[config.mk]
export PLATFORM = sky130hd
export DESIGN_NAME = pattern_tx_1100111
export DESIGN_NICKNAME = d
export VERILOG_FILES = /design/src/rtl/pattern_tx_1100111.sv
export SDC_FILE = /design/constraint.sdc
export NUM_CORES = 1
export LEC_CHECK = 0
export BUFFER_PORTS_ARGS = -buffer_cell sky130_fd_sc_hd__buf_2
export CORE_ASPECT_RATIO = 1.4
export CORE_MARGIN = 5
export CORE_UTILIZATION = 49
export CTS_BUF_LIST = sky130_fd_sc_hd__clkbuf_16
export DETAILED_ROUTE_END_ITERATION = 10
export HOLD_SLACK_MARGIN = 0.03
export PLACE_DENSITY_LB_ADDON = 0.25
export SLEW_MARGIN = 20
export SYNTH_ARGS = -nofsm -noshare
export SYNTH_HDL_FRONTEND = slang
export SYNTH_SLANG_ARGS = --single-unit
[constraint.sdc]
create_clock -name clk -period 2.05 [get_ports clk]
set_clock_uncertainty 0.1 [all_clocks]
set_input_delay 0.3075 -clock clk [delete_from_list [all_inputs] [get_ports clk]]
set_output_delay 0.3075 -clock clk [all_outputs]
set_load 0.02 [all_outputs]
[src/rtl/pattern_tx_1100111.sv]
// Serial pattern transmitter: sends PATTERN MSB first, reps times, with gap idle cycles between repetitions.
// All outputs registered; first bit appears the cycle after an accepted start.
module pattern_tx_1100111 #(
  parameter int              PLEN    = 7,
  parameter logic [PLEN-1:0] PATTERN = 7'b1100111,
  parameter int              GAPW    = 4
) (
  input  logic            clk,
  input  logic            rst,
  input  logic            start,
  input  logic [3:0]      reps,
  input  logic [GAPW-1:0] gap,
  input  logic            abort,
  output logic            out,
  output logic            valid,
  output logic            busy,
  output logic            done
);

  localparam int IW = (PLEN > 2) ? $clog2(PLEN) : 1;
  localparam logic [IW-1:0] IDX_TOP = IW'(PLEN - 1);

  localparam logic [1:0] S_IDLE = 2'd0;
  localparam logic [1:0] S_SEND = 2'd1;
  localparam logic [1:0] S_GAP  = 2'd2;
  localparam logic [1:0] S_DONE = 2'd3;

  logic [1:0]      state;
  logic [IW-1:0]   idx;
  logic [3:0]      rem;
  logic [GAPW-1:0] gap_q;
  logic [GAPW-1:0] gcnt;

  // Outputs are loaded alongside the state transition, so they describe the state being entered.
  always_ff @(posedge clk) begin
    if (rst) begin
      state <= S_IDLE;
      idx   <= '0;
      rem   <= '0;
      gap_q <= '0;
      gcnt  <= '0;
      out   <= 1'b0;
      valid <= 1'b0;
      busy  <= 1'b0;
      done  <= 1'b0;
    end else begin
      case (state)
        S_IDLE: begin
          out   <= 1'b0;
          valid <= 1'b0;
          busy  <= 1'b0;
          done  <= 1'b0;
          if (start) begin
            gap_q <= gap;
            rem   <= reps;
            idx   <= IDX_TOP;
            busy  <= 1'b1;
            if (reps == 4'd0) begin
              state <= S_DONE;
              done  <= 1'b1;
            end else begin
              state <= S_SEND;
              out   <= PATTERN[IDX_TOP];
              valid <= 1'b1;
            end
          end
        end

        S_SEND: begin
          if (abort) begin
            state <= S_IDLE;
            idx   <= '0;
            rem   <= '0;
            gcnt  <= '0;
            out   <= 1'b0;
            valid <= 1'b0;
            busy  <= 1'b0;
            done  <= 1'b0;
          end else if (idx != '0) begin
            idx <= idx - 1'b1;
            out <= PATTERN[idx - 1'b1];
          end else if (rem > 4'd1) begin
            rem <= rem - 1'b1;
            if (gap_q != '0) begin
              state <= S_GAP;
              gcnt  <= gap_q;
              out   <= 1'b0;
              valid <= 1'b0;
            end else begin
              idx <= IDX_TOP;
              out <= PATTERN[IDX_TOP];
            end
          end else begin
            state <= S_DONE;
            rem   <= '0;
            out   <= 1'b0;
            valid <= 1'b0;
            done  <= 1'b1;
          end
        end

        S_GAP: begin
          if (abort) begin
            state <= S_IDLE;
            idx   <= '0;
            rem   <= '0;
            gcnt  <= '0;
            out   <= 1'b0;
            valid <= 1'b0;
            busy  <= 1'b0;
            done  <= 1'b0;
          end else if (gcnt > 1) begin
            gcnt <= gcnt - 1'b1;
          end else begin
            // Last gap cycle: the next repetition starts without a dead cycle.
            state <= S_SEND;
            gcnt  <= '0;
            idx   <= IDX_TOP;
            out   <= PATTERN[IDX_TOP];
            valid <= 1'b1;
          end
        end

        S_DONE: begin
          state <= S_IDLE;
          out   <= 1'b0;
          valid <= 1'b0;
          busy  <= 1'b0;
          done  <= 1'b0;
        end

        default: begin
          state <= S_IDLE;
          out   <= 1'b0;
          valid <= 1'b0;
          busy  <= 1'b0;
          done  <= 1'b0;
        end
      endcase
    end
  end

endmodule

==> results of run 1 <==
==> routing by layer <==
layer / vias to the layer above / part of all wire, % / global-route usage (%)
li1: 662 / - / -
met3: 10 / 4.4 / 2.46
met5: - / 0 / 0
met1: 603 / 38 / 22.2
met4: 0 / 2.8 / 8.31
met2: 50 / 55 / 33.7
==> area by class of cell <==
type / count / area (um2)
clock inverter: 1 / 7.51
multi-input combinational: 130 / 881
clock buffer: 3 / 75.1
tap: 36 / 45.0
sequential: 21 / 423
timing repair buffer: 28 / 173
inverter: 13 / 48.8
fill: 240 / 990
==> cells in the final DEF, fill, tap and decap left out, types with 6 or more instances in the layout <==
cell type	Yosys	routed
nor2_1	24	24
dfxtp_1	21	19
a21oi_1	15	15
buf_2	1	15
inv_1	13	13
buf_4	0	13
nand2_1	12	12
ha_1	12	11
a211oi_1	9	9
o21ai_0	7	6
==> timing repair <==
action | CTS | global route
endpoints found under the setup margin | 2 | 8
gates resized for setup | 2 | 7
hold buffers | 0 | 0
pin swaps | 2 | 1
==> state kept, by name (all words and copies together) (netlist names) <==
| name | cells |
|---|---|
| busy | 1 |
| done | 1 |
| gap_q | 4 |
| gcnt | 4 |
| idx | 3 |
| out | 1 |
| rem | 4 |
| state | 2 |
| valid | 1 |
==> power groups by stage <==
stage / combinational, mW / clock, mW / sequential (mW)
final: 1.54 / 0.422 / 0.690
after global placement: 1.40 / 0 / 0.681
after floorplan: 0.991 / 0 / 0.689
after CTS: 1.48 / 0.425 / 0.683
after global routing: 1.71 / 0.440 / 0.715
after detailed placement: 1.45 / 0 / 0.690
==> worst max-delay path, cell delays in order (launching register included) <==
cell      delay, ns
dfxtp_2        0.35
inv_1          0.06
ha_1           0.20
or2_4          0.25
a21boi_4       0.15
nor2_1         0.08
or4_1          0.48
a311oi_1       0.22
==> worst max path at each step <==
stage              from     end  slack, ns  depth (start not counted)
2_1_floorplan    rem[0]     out      0.009                          7
3_3_place_gp     rem[0]     out      -0.03                          7
3_5_place_dp     rem[0]     out      -0.08                          7
4_1_cts          rem[1]     out       0.03                          7
5_1_grt        state[1]  idx[0]      -0.03                          6
6_report         rem[0]     out       0.05                          7
==> logic make-up (layout without fill, tap and decap cells) <==
| kind of cell | after synthesis | count (layout) | synth area share [%] |
|---|---|---|---|
| buffers and inverters | 20 | 45 | 5.65 |
| adders and majority gates | 12 | 12 | 11.1 |
| DFF | 21 | 21 | 31.1 |
| muxes | 4 | 4 | 3.15 |
| AOI/OAI and AO/OA | 52 | 52 | 26.4 |
| xor gates and xnor gates | 1 | 1 | 0.648 |
| and+or+nand+nor | 61 | 61 | 21.9 |
==> through the flow <==
step                instances  setup slack [ns]  setup TNS [ns]  total power [mW]  util (%)
floorplan                 171           0.00862               0              1.68         -
global placement          228           -0.0251         -0.0251              2.08      58.3
detailed placement        228           -0.0785         -0.0785              2.14      58.3
CTS                       232            0.0349               0              2.59      61.6
global route              232           -0.0275         -0.0350              2.86      62.5
finish                    232            0.0523               0              2.66      62.5
==> impl_metrics.yaml, run 1 <==
outcome:
  run_status: "completed"
floorplan:
  dieArea_um2: 3920
  core_um2: 2640
  start_util_pct: 51.1
  num_io_pins: 16
  rows: 22
  die_y_um: 72.1
  die_x_um: 54.4
setup_path:
  r2r_cells: 7
  critical_path_class: "register to register"
  reg2reg_to: "out"
  crit_fanout: 4
  start_kind: "register"
  worstPathRequired_ns: 2.11
  r2r_slack_ns: 0.05
  endpoint_kind: "register"
  timing.rr.start: "rem[0]"
  worstPathArrival_ns: 2.06
synth:
  synth_top_cell_by_area: "dfxtp_1"
  yosys-top-cells-area: "dfxtp_1 (31%), ha_1 (11%), nor2_1 (6.7%)"
  synthDominantCellAreaShare_pct: 31.1
  synth.avg_cell_area_um2: 7.90
  syn_nets: 195
  synthDistinctLibCells: 36
  synth_edf_count: 0
  seq_area_frac_synth_pct: 31.1
  ys_seq_elements: 21
  synthCells: 171
  synth_ff_type: "dfxtp_1"
  syn_area_um2: 1350
  async_flop_share_pct: 0
  synth.most_common_cell: "nor2_1"
  yosysWarnings: 0
  synth.top_cells.by_count: "nor2_1 (24), dfxtp_1 (21), a21oi_1 (15), inv_1 (13)"
grt:
  grt_max_degree: 23
  grt.total_usage_pct: 19.2
  first_global_vias: 1305
  grt_pass1_wl_um: 5670
  gr-total-overflow: 0
  antenna_found_initial: 0
power_and_ir_drop:
  p_leak_nw: 0.675
  powerDensity_nw_per_um2: 1610
  comb_power_share_pct: 58.1
  switching_power_mw: 1.15
  seqPwrFrac_pct: 26.0
  p_int_mw: 1.51
  clkPwrFrac_pct: 15.9
  ir_drop_v: 0.000984
  swShare_pct: 43.2
placement:
  port_buffers: 15
  place_area_um2: 1540
  dpl.hpwl_um: 2540
  gp_congestion: 0.797
clock_network:
  clkSinkCount: 21
  cts_buffer_depth: 2
  ctsRootBufferMaster: "clkbuf_16"
  cts-buffers-inserted: 3
  post_cts_buffers: 0
  cts_tree: "yes"
  clock_latency_ns: 0.26
  clk_pin_slew_worst_paths_ns: 0.06
  cts_max_level: 1
detailed_routing:
  drc: 0
  via_per_inst: 5.71
  wl_um: 3350
  dr.pass1.iters: 4
  antenna_left: 0
  num_vias: 1325
  drtIter0Drc: 35
  wire_per_inst_um: 14.4
timing:
  fin_hold_ws_ns: 0.197
  fmax_ghz: 0.501
  hold_viol_final: 0
  worst_pin_slew_ns: 0.503
  maxSlewViolCount: 0
  final.min_clock_period_ns: 2.00
  period_share_pct: 97.4
  maxSlewHeadroom_pct: 66.2
  setup_viol: 0
  grt_setup_unrepaired: "yes"
hold_path:
  hold_depth: 3
  hp-start: "gap[3]"
  holdPathEnd: "gap_q[3]"
  hold_path.class: "input pin to register"
layout:
  drive_gt1_share_pct: 24.0
  nNetsFinal: 221
  antenna_cells: 0
  fin_area_um2: 1650
  area_delta_synth_final_pct: 22.3
job:
  max_cap_viol_count: 0
(Power assumes the default switching activity.)
==> inputs of run 2 (changes only) <==
--- a/config.mk
+++ b/config.mk
@@ -11,6 +11,7 @@
 export CORE_UTILIZATION = 49
 export CTS_BUF_LIST = sky130_fd_sc_hd__clkbuf_16
 export DETAILED_ROUTE_END_ITERATION = 10
+export GPL_TIMING_DRIVEN = 0
 export HOLD_SLACK_MARGIN = 0.03
 export PLACE_DENSITY_LB_ADDON = 0.25
 export SLEW_MARGIN = 20
==> impl_metrics.yaml, run 2 (synthesis gave the netlist of run 1 again) <==
outcome:
  run_status: "completed"
clock_network:
  cts_hold_buf: 0
  cts_tree: "yes"
  ctsRootBufferMaster: "clkbuf_16"
  clock_latency_ns: 0.25
  clkSinkCount: 21
  clk_pin_slew_worst_paths_ns: 0.06
  cts_max_level: 1
  cts-buffers-inserted: 3
  cts_buffer_depth: 2
layout:
  nNetsFinal: 217
  fin_area_um2: 1650
  drive_gt1_share_pct: 24.5
  layout_commonest_cell: "nor2_1"
  fill_cells: 250
  antenna_cells: 0
  layout_common_cells: "nor2_1 (23), dfxtp_1 (20), a21oi_1 (15), buf_2 (14), inv_1 (13)"
  reg_top3: "gap_q (4), gcnt (4), rem (4)"
  area_delta_synth_final_pct: 21.8
detailed_routing:
  drc: 0
  drtIter0Drc: 24
  num_vias: 1347
  dr.pass1.iters: 4
  via_per_inst: 5.91
  wl_um: 3460
  antenna_left: 0
  wire_per_inst_um: 15.2
job:
  max_cap_viol_count: 0
grt:
  gr-total-overflow: 0
  first_global_vias: 1326
  grt.total_usage_pct: 18.5
  antenna_found_initial: 0
  grt_max_degree: 13
  grt_pass1_wl_um: 5490
timing:
  setup_viol: 0
  fmax_ghz: 0.504
  final.min_clock_period_ns: 1.98
  maxSlewHeadroom_pct: 64.0
  fin_hold_ws_ns: 0.197
  worst_pin_slew_ns: 0.540
  maxSlewViolCount: 0
  fin_tns_setup_ns: 0
  setup_slack_ns: 0.0658
  period_share_pct: 96.8
  hold_viol_final: 0
setup_path:
  crit_fanout: 7
  worstPathRequired_ns: 2.09
  worstPathArrival_ns: 2.03
  crit_chain: "inv_1 > ha_1 > or2_4 > a211oi_1 > o22a_2 > o21ai_0 > a32o_1"
  start_kind: "register"
  critPathMaxStageDelay_ns: 0.34
  endpoint_kind: "register"
  critical_path_class: "register to register"
  crit_slowest_cell: "dfxtp_1"
power_and_ir_drop:
  powerDensity_nw_per_um2: 1600
  ir_drop_v: 0.000836
  p_leak_nw: 0.648
floorplan:
  die_x_um: 54.4
  die_y_um: 72.1
  num_io_pins: 16
  start_util_pct: 51.1
  dieArea_um2: 3920
  rows: 22
  core_um2: 2640
placement:
  gp_congestion: 0.779
  port_buffers: 13
  place_area_um2: 1460
  pre_cts_ws_ns: -0.186
  dpl.hpwl_um: 2450
hold_path:
  hold_path.class: "input pin to register"
## run 2: area by class of cell
| class | count | area, um2 | area share, % |
|---|---|---|---|
| tap | 36 | 45.0 | 2.74 |
| clock inverter | 1 | 5.00 | 0.304 |
| buffer | 4 | 16.3 | 0.989 |
| multi-input combinational | 130 | 916 | 55.7 |
| clock buffer | 3 | 75.1 | 4.56 |
| inverter | 13 | 48.8 | 2.97 |
| timing repair buffer | 20 | 118 | 7.15 |
| sequential | 21 | 422 | 25.6 |
## run 2: path summary, 6_finish.rpt
path / endpoint / cells past startpoint / slack, ns / startpoint
min: gap_q[3] / 3 / 0.20 / gap[3]
max reg2reg: gcnt[2] / 7 / 0.07 / rem[1]
min reg2reg: idx[2] / 2 / 0.39 / idx[2]
max: gcnt[2] / 7 / 0.07 / rem[1]
## run 2: power breakdown
group | total (mW) | internal (mW) | switching, mW
logic | 1.52 | 0.656 | 0.866
clock network | 0.414 | 0.262 | 0.152
registers | 0.700 | 0.553 | 0.147
## run 2: critical path: cells and delay by family, from the launching register on
kind	cells	cell delay, ns
compound gates	4	0.88
flops	1	0.34
simple gates	1	0.27
fa+ha+maj	1	0.20
buf+inv	1	0.08
## run 2: routing by layer
metal  global-route usage (%)  part of all wire (%)  vias up
met1                     19.2                    39      648
met2                     34.0                    56       34
met4                     8.03                   1.5        0
met5                        0                     0        -
met3                     3.90                   4.0        7
li1                         -                     -      658
## run 2: metrics by stage
stage / power (mW) / cells / util (%)
floorplan: 1.68 / 171 / -
global placement: 1.92 / 220 / 55.3
detailed placement: 1.97 / 220 / 55.3
CTS: 2.51 / 223 / 59.8
global route: 2.84 / 228 / 62.3
finish: 2.64 / 228 / 62.3
## run 2: timing repair
| action | in CTS | in global routing |
|---|---|---|
| buffers inserted | 2 | 5 |
| resized for setup | 9 | 7 |
| pin swaps | 3 | 4 |
| setup endpoints to repair | 12 | 11 |
| endpoints found under the hold margin | 0 | 0 |
==> inputs of run 3 (changes only) <==
--- a/config.mk
+++ b/config.mk
@@ -13,7 +13,7 @@
 export DETAILED_ROUTE_END_ITERATION = 10
 export GPL_TIMING_DRIVEN = 0
 export HOLD_SLACK_MARGIN = 0.03
-export PLACE_DENSITY_LB_ADDON = 0.25
+export PLACE_DENSITY = 0.72
 export SLEW_MARGIN = 20
 export SYNTH_ARGS = -nofsm -noshare
 export SYNTH_HDL_FRONTEND = slang
==> impl_metrics.yaml, run 3 (synthesis gave the netlist of run 1 again) <==
timing:
  maxSlewViolCount: 0
  fmax_ghz: 0.480
  final.min_clock_period_ns: 2.08
  hold_viol_final: 0
  fin_hold_ws_ns: 0.203
  grt_setup_unrepaired: "yes"
  maxSlewHeadroom_pct: 55.6
  period_share_pct: 102
  setup_viol: 1
  worst_pin_slew_ns: 0.655
  setup_slack_ns: -0.0342
floorplan:
  dieArea_um2: 3920
  start_util_pct: 51.1
  core_um2: 2640
  die_x_um: 54.4
  rows: 22
  die_y_um: 72.1
  num_io_pins: 16
detailed_routing:
  drtIter0Drc: 43
  wire_per_inst_um: 15.9
  drc: 0
  via_per_inst: 6.00
  wl_um: 3560
  dr.pass1.iters: 4
  antenna_left: 0
  num_vias: 1343
layout:
  drive_gt1_share_pct: 23.9
  nNetsFinal: 213
  antenna_cells: 0
  layout_commonest_cell: "nor2_1"
  final_util_pct: 61.6
  layout.cells.non_filler: 224
  layout_common_cells: "nor2_1 (22), dfxtp_1 (20), a21oi_1 (15), buf_2 (14), inv_1 (13)"
  reg_top3: "gap_q (4), gcnt (4), rem (4)"
  area_delta_synth_final_pct: 20.4
clock_network:
  clk_pin_slew_worst_paths_ns: 0.06
  ctsRootBufferMaster: "clkbuf_16"
  cts_hold_buf: 0
  cts-buffers-inserted: 3
  cts_buffer_depth: 2
  cts_tree: "yes"
  clkSinkCount: 21
  clock_latency_ns: 0.26
  cts_max_level: 1
placement:
  dpl.cell_count: 220
  port_buffers: 13
  dpl.hpwl_um: 2560
  gp_congestion: 0.766
grt:
  grt_pass1_wl_um: 5710
  grt_max_degree: 13
  antenna_found_initial: 0
  first_global_vias: 1337
  grt.total_usage_pct: 19.4
  gr-total-overflow: 0
power_and_ir_drop:
  p_leak_nw: 0.639
  powerDensity_nw_per_um2: 1610
  ir_drop_v: 0.000886
outcome:
  violations: "negative setup slack"
  run_status: "finished with violations"
setup_path:
  r2r_cells: 7
  r2r_slack_ns: -0.03
  worstPathArrival_ns: 2.13
  crit_fanout: 4
  worstPathRequired_ns: 2.10
  start_kind: "register"
  critical_path_class: "register to register"
  endpoint_kind: "register"
hold_path:
  hold_depth: 3
  hold_path.class: "input pin to register"
job:
  max_cap_viol_count: 0
## run 3: cell type report
| cell class | instances | area [um2] |
|---|---|---|
| clock buffer | 3 | 75.1 |
| buffer | 4 | 16.3 |
| multi-input combinational | 130 | 927 |
| sequential | 21 | 422 |
| fill | 240 | 1020 |
| timing repair buffer | 16 | 87.6 |
| inverter | 13 | 48.8 |
| clock inverter | 1 | 5.00 |
| tap | 36 | 45.0 |
## run 3: through the flow
stage                     power (mW)  setup slack, ns  TNS (ns)  cell area (um2)
final                           2.62          -0.0342   -0.0342             1630
after global routing            2.81          -0.0931    -0.112             1630
after CTS                       2.50          -0.0179   -0.0179             1570
after detailed placement        1.98           -0.165    -0.946             1460
after global placement          1.91           -0.104    -0.325             1460
after floorplan                 1.68          0.00862         0             1350
## run 3: power by group
part           switching [mW]  internal [mW]  leakage [nW]
combinational           0.879          0.630         0.425
clock                   0.155          0.262        0.0409
sequential              0.139          0.553         0.173
## run 3: worst paths after layout
path | endpoint | from
worst min-delay path | gap_q[3] | gap[3]
worst max register to register | out | rem[0]
worst min register to register | busy | busy
worst max-delay path | out | rem[0]
## run 3: metal layers
metal  vias up  global-route usage (%)  part of all wire [%]
met5         -                       0                     0
met4         0                    9.70                   2.1
met3         9                    2.67                   4.7
met2        44                    35.7                    56
met1       639                    20.4                    37
li1        651                       -                     -
## run 3: what timing repair did
item,in CTS,in global routing
endpoints found under the setup margin,11,10
pin swaps,2,3
resized for setup,10,9
setup buffers,0,3
endpoints found under the hold margin,0,0
cloned,0,0
## run 3: worst max-delay path, stage by stage, from the launching register on
cell	delay [ns]
dfxtp_2	0.35
inv_1	0.06
ha_2	0.20
or2_4	0.26
a21boi_4	0.17
nor2_2	0.06
or4_4	0.49
a311oi_2	0.27
